**config.mk**
```make
export PLATFORM = sky130hd
export DESIGN_NAME = regfile_wport_ctrl
export DESIGN_NICKNAME = d
export VERILOG_FILES = /design/src/rtl/regfile_wport_ctrl.sv
export SDC_FILE = /design/constraint.sdc
export NUM_CORES = 1
export LEC_CHECK = 0
export ABC_AREA = 0
export CORE_ASPECT_RATIO = 1.25
export CORE_MARGIN = 2
export CORE_UTILIZATION = 45
export CTS_BUF_LIST = sky130_fd_sc_hd__clkbuf_4
export CTS_CLUSTER_SIZE = 25
export DETAILED_ROUTE_END_ITERATION = 10
export HOLD_SLACK_MARGIN = 0.02
export PLACE_DENSITY = 0.9
export SYNTH_ARGS = -nofsm -noshare
export SYNTH_HDL_FRONTEND = slang
export SYNTH_SLANG_ARGS = --single-unit
```
**constraint.sdc**
```tcl
create_clock -name clk -period 7.32 [get_ports clk]
set_input_delay 1.83 -clock clk [delete_from_list [all_inputs] [get_ports clk]]
set_output_delay 1.83 -clock clk [all_outputs]
set_load 0.01 [all_outputs]
```
**src/rtl/regfile_wport_ctrl.sv**
```systemverilog
`default_nettype none
// ============================================================================
//  Module      : regfile_wport_ctrl
//  Description : Write-port sequencer/arbiter for the 32-entry MIPS register
//                file. After reset it zero-fills r1..r31 (the array itself has
//                no reset). It then shares the single write port between the
//                WB stage (priority) and the multi-cycle MDU. It also keeps a
//                pending-write scoreboard of MDU destinations and raises
//                RAW/WAW stalls toward decode.
//  Ports       : clk/rst         - clock, async active-high reset
//                wb_*            - WB stage write request
//                mdu_req/_waddr/_wdata, mdu_ack - MDU write handshake
//                issue_valid/_dst - decode issuing an MDU op
//                raddrA/raddrB   - decode read addresses
//                hazard_stall    - decode stall (combinational)
//                pipe_stall      - MDU starvation stall (registered)
//                init_done       - zero-fill complete (registered)
//                pending         - scoreboard, bit 0 always 0
//                rf_we/_waddr/_wdata - registered regfile write port
//  Revision    : 1.0 - initial release
// ============================================================================
module regfile_wport_ctrl #(
    parameter int DATA_WIDTH   = 32,
    parameter int STARVE_LIMIT = 4
) (
    input  logic                  clk,
    input  logic                  rst,
    input  logic                  wb_we,
    input  logic [4:0]            wb_waddr,
    input  logic [DATA_WIDTH-1:0] wb_wdata,
    input  logic                  mdu_req,
    input  logic [4:0]            mdu_waddr,
    input  logic [DATA_WIDTH-1:0] mdu_wdata,
    output logic                  mdu_ack,
    input  logic                  issue_valid,
    input  logic [4:0]            issue_dst,
    input  logic [4:0]            raddrA,
    input  logic [4:0]            raddrB,
    output logic                  hazard_stall,
    output logic                  pipe_stall,
    output logic                  init_done,
    output logic [31:0]           pending,
    output logic                  rf_we,
    output logic [4:0]            rf_waddr,
    output logic [DATA_WIDTH-1:0] rf_wdata
);

    typedef enum logic [0:0] {
        ST_INIT = 1'b0,
        ST_RUN  = 1'b1
    } state_t;

    localparam int SCW = $clog2(STARVE_LIMIT + 1);
    localparam logic [SCW-1:0] c_STARVE_MAX = SCW'(STARVE_LIMIT);

    state_t                r_state;
    logic [4:0]            r_cnt;
    logic [SCW-1:0]        r_starve;
    logic [31:0]           r_pending;
    logic                  r_pipe_stall;
    logic                  r_init_done;
    logic                  r_rf_we;
    logic [4:0]            r_rf_waddr;
    logic [DATA_WIDTH-1:0] r_rf_wdata;

    logic                  w_run;
    logic                  w_hazard;
    logic                  w_ack;
    logic                  w_issue_acc;
    logic [SCW-1:0]        w_starve_nxt;
    logic [31:0]           w_pend_nxt;

    assign w_run = (r_state == ST_RUN);

    // Addresses of 0 never hit: pending[0] is held at 0, but the explicit
    // guards keep the intent obvious.
    assign w_hazard = ~w_run
                    | ((raddrA != 5'd0) & r_pending[raddrA])
                    | ((raddrB != 5'd0) & r_pending[raddrB])
                    | (issue_valid & (issue_dst != 5'd0) & r_pending[issue_dst]);

    // WB has fixed priority; the MDU only gets the slot when WB is idle.
    assign w_ack       = w_run & ~wb_we & mdu_req;
    assign w_issue_acc = w_run & issue_valid & ~w_hazard;

    always_comb begin
        w_starve_nxt = '0;
        if (w_run && mdu_req && !w_ack) begin
            if (r_starve >= c_STARVE_MAX) begin
                w_starve_nxt = c_STARVE_MAX;
            end else begin
                w_starve_nxt = r_starve + SCW'(1);
            end
        end
    end

    // Clear is applied before set so a same-cycle set on the same register wins.
    always_comb begin
        w_pend_nxt = r_pending;
        if (w_ack) begin
            w_pend_nxt[mdu_waddr] = 1'b0;
        end
        if (w_issue_acc && (issue_dst != 5'd0)) begin
            w_pend_nxt[issue_dst] = 1'b1;
        end
        w_pend_nxt[0] = 1'b0;
    end

    always_ff @(posedge clk or posedge rst) begin
        if (rst) begin
            r_state      <= ST_INIT;
            r_cnt        <= 5'd1;
            r_starve     <= '0;
            r_pending    <= '0;
            r_pipe_stall <= 1'b0;
            r_init_done  <= 1'b0;
            r_rf_we      <= 1'b0;
            r_rf_waddr   <= 5'd0;
            r_rf_wdata   <= '0;
        end else begin
            r_starve     <= w_starve_nxt;
            r_pending    <= w_pend_nxt;
            // Registered from the next counter value so the stall shows up the
            // cycle right after the limiting denial and drops right after ack.
            r_pipe_stall <= (w_starve_nxt >= c_STARVE_MAX);
            case (r_state)
                ST_INIT: begin
                    r_rf_we    <= 1'b1;
                    r_rf_waddr <= r_cnt;
                    r_rf_wdata <= '0;
                    r_cnt      <= r_cnt + 5'd1;
                    if (r_cnt == 5'd31) begin
                        r_state     <= ST_RUN;
                        r_init_done <= 1'b1;
                    end
                end
                default: begin
                    if (wb_we) begin
                        r_rf_we    <= (wb_waddr != 5'd0);
                        r_rf_waddr <= wb_waddr;
                        r_rf_wdata <= wb_wdata;
                    end else if (w_ack) begin
                        // r0 target is still acked, just never written.
                        r_rf_we    <= (mdu_waddr != 5'd0);
                        r_rf_waddr <= mdu_waddr;
                        r_rf_wdata <= mdu_wdata;
                    end else begin
                        r_rf_we    <= 1'b0;
                    end
                end
            endcase
        end
    end

    assign mdu_ack      = w_ack;
    assign hazard_stall = w_hazard;
    assign pipe_stall   = r_pipe_stall;
    assign init_done    = r_init_done;
    assign pending      = r_pending;
    assign rf_we        = r_rf_we;
    assign rf_waddr     = r_rf_waddr;
    assign rf_wdata     = r_rf_wdata;

endmodule
`default_nettype wire

```
==> run_results.csv <==
group,metric,value,unit
logic_synthesis,synth-seq-cells,79,
setup_path,path_class,"in2out",
route,avgViaCountPerCell,6.12,
logic_synthesis,synthesis.area,0.00495,mm2
timing,finalHoldViolations,0,
setup_path,path_common_cell,"clkdlybuf4s50_1",
logic_synthesis,ys_seq_area_share,40.0,%
setup_path,reg2reg_slack,4.42,ns
clock_tree,clkSinkCount,79,
placement,pre_cts_slack,0.545,ns
clock_tree,post_cts.repair.setup_buffers,0,
clock_tree,htree_levels,3,
logic_synthesis,synth_area_leaders,"dfrtp_1, mux2i_1, nor2_1, o31ai_1, mux2_2",
logic_synthesis,yosys_warnings,0,
global_route,antenna_found_initial,1,
timing,setup_tns,0,ns
logic_synthesis,yosysTopAreaCell,"dfrtp_1",
timing,setup_viol,0,
timing,slew_violations,0,
route,first_pass_iters,5,
global_route,first_global_vias,5009,
clock_tree,cts-root-buf,"clkbuf_4",
cells_and_area,drive_gt1_share,10.1,%
job,drv_cap,0,
setup_path,crit_path_max_incr_delay,0.93,ns
logic_synthesis,synth_cell_types,59,
run_status,status,"finished clean",
setup_path,crit_path_start_kind,"primary input",
power,leakagePower,2.81,nW
cells_and_area,multi_input_area,0.00272,mm2
logic_synthesis,synth_top_family_by_area,"multiplexers",
clock_tree,cts_tree,"built",
placement,port_buffers,166,
route,drc,0,
cells_and_area,fin_cells,796,
timing,rsz0062_at_grt,"false",
logic_synthesis,async_flop_share,100,%
setup_path,cpMaxStageDelayCell,"clkdlybuf4s50_1",
clock_tree,cts_buffer_depth,2,
timing,hold_slack,0.488,ns
global_route,grt_usage,26.7,%
global_route,grt_max_degree,80,
die,std_cell_rows,42,
route,drt-wirelength-per-cell,20.0,um
setup_path,required,5.49,ns
timing,worst_slack,0.547,ns
clock_tree,numCtsBuffers,9,
logic_synthesis,syn_avg_cell_area,9.54,um2
placement,place_inst,779,
clock_tree,clock_latency,0.43,ns
timing,finalClockSkew,0.0113,ns
timing,max-slew-margin-rel,34.0,%
clock_tree,clk_pin_slew,0.11,ns
placement,dpl.hpwl,11400,um
setup_path,critPathArrivalTime,4.94,ns
timing,tightestPinTransition,0.989,ns
clock_tree,postCtsHoldBufs,0,
timing,max_freq,0.148,GHz
setup_path,path_max_fanout,16,
setup_path,worstPathCellList,"clkdlybuf4s50_1 > mux4_2 > a22o_1 > nor4_2 > and2b_1 > or3_1 > clkdlybuf4s50_1",
cells_and_area,regArea,0.00198,mm2
global_route,grt_pass1_wl,25200,um
die,fp.dieW,97.8,um
placement,gp_congestion,0.934,
timing,period_needed,6.77,ns
route,wl,15900,um
hold_path,hold_class,"reg2reg",
global_route,grt_overflow,0,
logic_synthesis,synthCells,519,
cells_and_area,fill_cells,841,
cells_and_area,final_area,0.00674,mm2
logic_synthesis,syn_nets,617,
logic_synthesis,synthAdderAreaFrac,1.01,%
logic_synthesis,muxShareOfSynthArea,19.3,%
placement,postPlaceCellArea,0.00661,mm2
power,irDropWorstVdd,0.101,mV
logic_synthesis,yosysMostFrequentCell,"dfrtp_1",
die,core,0.0107,mm2
die,ioPinCount,168,
setup_path,worstSetupEndpointType,"output pin",
logic_synthesis,synth_top_area_share,39.4,%
die,dieArea,0.0119,mm2
die,initial_utilization,46.4,%
logic_synthesis,synth_edf_count,0,
power,power-per-cell-area,164,mW/mm2
die,die_h,121,um
logic_synthesis,synth-xor-area-share,0.531,%
route,first_iter_violations,454,
timing,post-route-period-util,92.5,%
cells_and_area,nets,756,
logic_synthesis,synth_compound_area_share,16.3,%
route,routed-via-count,4874,
cells_and_area,area_delta_synth_final,36.0,%
route,ant_nets,0,
logic_synthesis,synth_commonest_cells,"dfrtp_1, nor2_1, mux2i_1",
logic_synthesis,synthSimpleGateAreaFrac,17.6,%
clock_tree,cts-resized-gates,0,
logic_synthesis,ys.flop_type,"dfrtp_1",
-- per-layer routing --
layer,vias up,global-route usage [%],share of wire [%]
li1,2182,-,-
met1,2307,32.7,38
met2,328,42.8,47
met3,57,7.26,11
met4,0,14.7,4.2
met5,-,0,0
-- flip-flops by register name, indices dropped and copies added (netlist names) --
| name | count |
|---|---|
| pending | 31 |
| rf_waddr | 5 |
| r_cnt | 5 |
| r_starve | 2 |
| rf_wdata | 32 |
| rf_we | 1 |
| r_state | 1 |
| pipe_stall | 1 |
| init_done | 1 |
-- critical path, delay by kind of cell --
family / cells / cell delay, ns
buf+inv: 2 / 1.42
compound gates: 1 / 0.25
simple gates: 3 / 0.85
mux: 1 / 0.59
-- per-stage QoR --
stage                     util [%]  power [mW]
final                         63.1        1.11
after CTS                     63.1        1.11
after floorplan                  -       0.682
after global routing          63.1        1.16
after detailed placement      61.9       0.860
after global placement        61.9       0.849
-- worst paths after layout --
kind	startpoint	endpoint	depth (start not counted)
max	issue_dst[0]	hazard_stall	7
min	r_starve[0]	r_starve[0]	1
max reg2reg	r_state	pending[13]	6
min reg2reg	r_starve[0]	r_starve[0]	1
max in group asynchronous	rst	pending[11]	3
min in group asynchronous	rst	rf_waddr[4]	3
-- power by group --
group | internal (mW) | switching, mW
clock network | 0.104 | 0.146
logic | 0.180 | 0.158
registers | 0.473 | 0.0449
total | 0.757 | 0.349
-- logic make-up after synthesis --
family                   Yosys count
other                              1
XOR/XNOR                           3
adder cells (fa/ha/maj)            4
AO/OA/AOI/OAI                    124
buffers and inverters             54
flip-flops                        79
AND/OR/NAND/NOR                  175
multiplexers                      79
-- cell type report --
type / instances / area share (%)
multi-input cells: 386 / 40.3
well taps: 132 / 2.45
repair buffers: 175 / 25.5
clock buffers: 10 / 1.11
clock inverters: 6 / 0.780
inverters: 7 / 0.409
flip-flops and latches: 79 / 29.4
diodes: 1 / 0.0372
-- cell usage in the layout (no fill, tap or decap), types with 2 or more instances in the layout --
cell               n
o41ai_2            3
nand3_1           35
nand4_1            8
a221oi_1           3
inv_1              5
and3_1             2
nor2_1            72
mux2i_1           48
dfrtp_1           78
and3b_1            3
or3_1              4
nor2b_1            5
xnor2_1            3
mux2_2            19
buf_2              2
clkbuf_4          10
nand2b_1           3
clkinv_1           5
a21oi_1           34
or2_2              3
o21ai_0           40
a22o_1             2
a22oi_1            2
nor3b_1            5
nor3_1             3
o31ai_1           29
clkdlybuf4s50_1  164
nand3b_1           6
ha_1               4
nand2_1           15
buf_4              9
or3b_2             2
mux4_2             9
mux2_4             2
(Power assumes the default switching activity.)
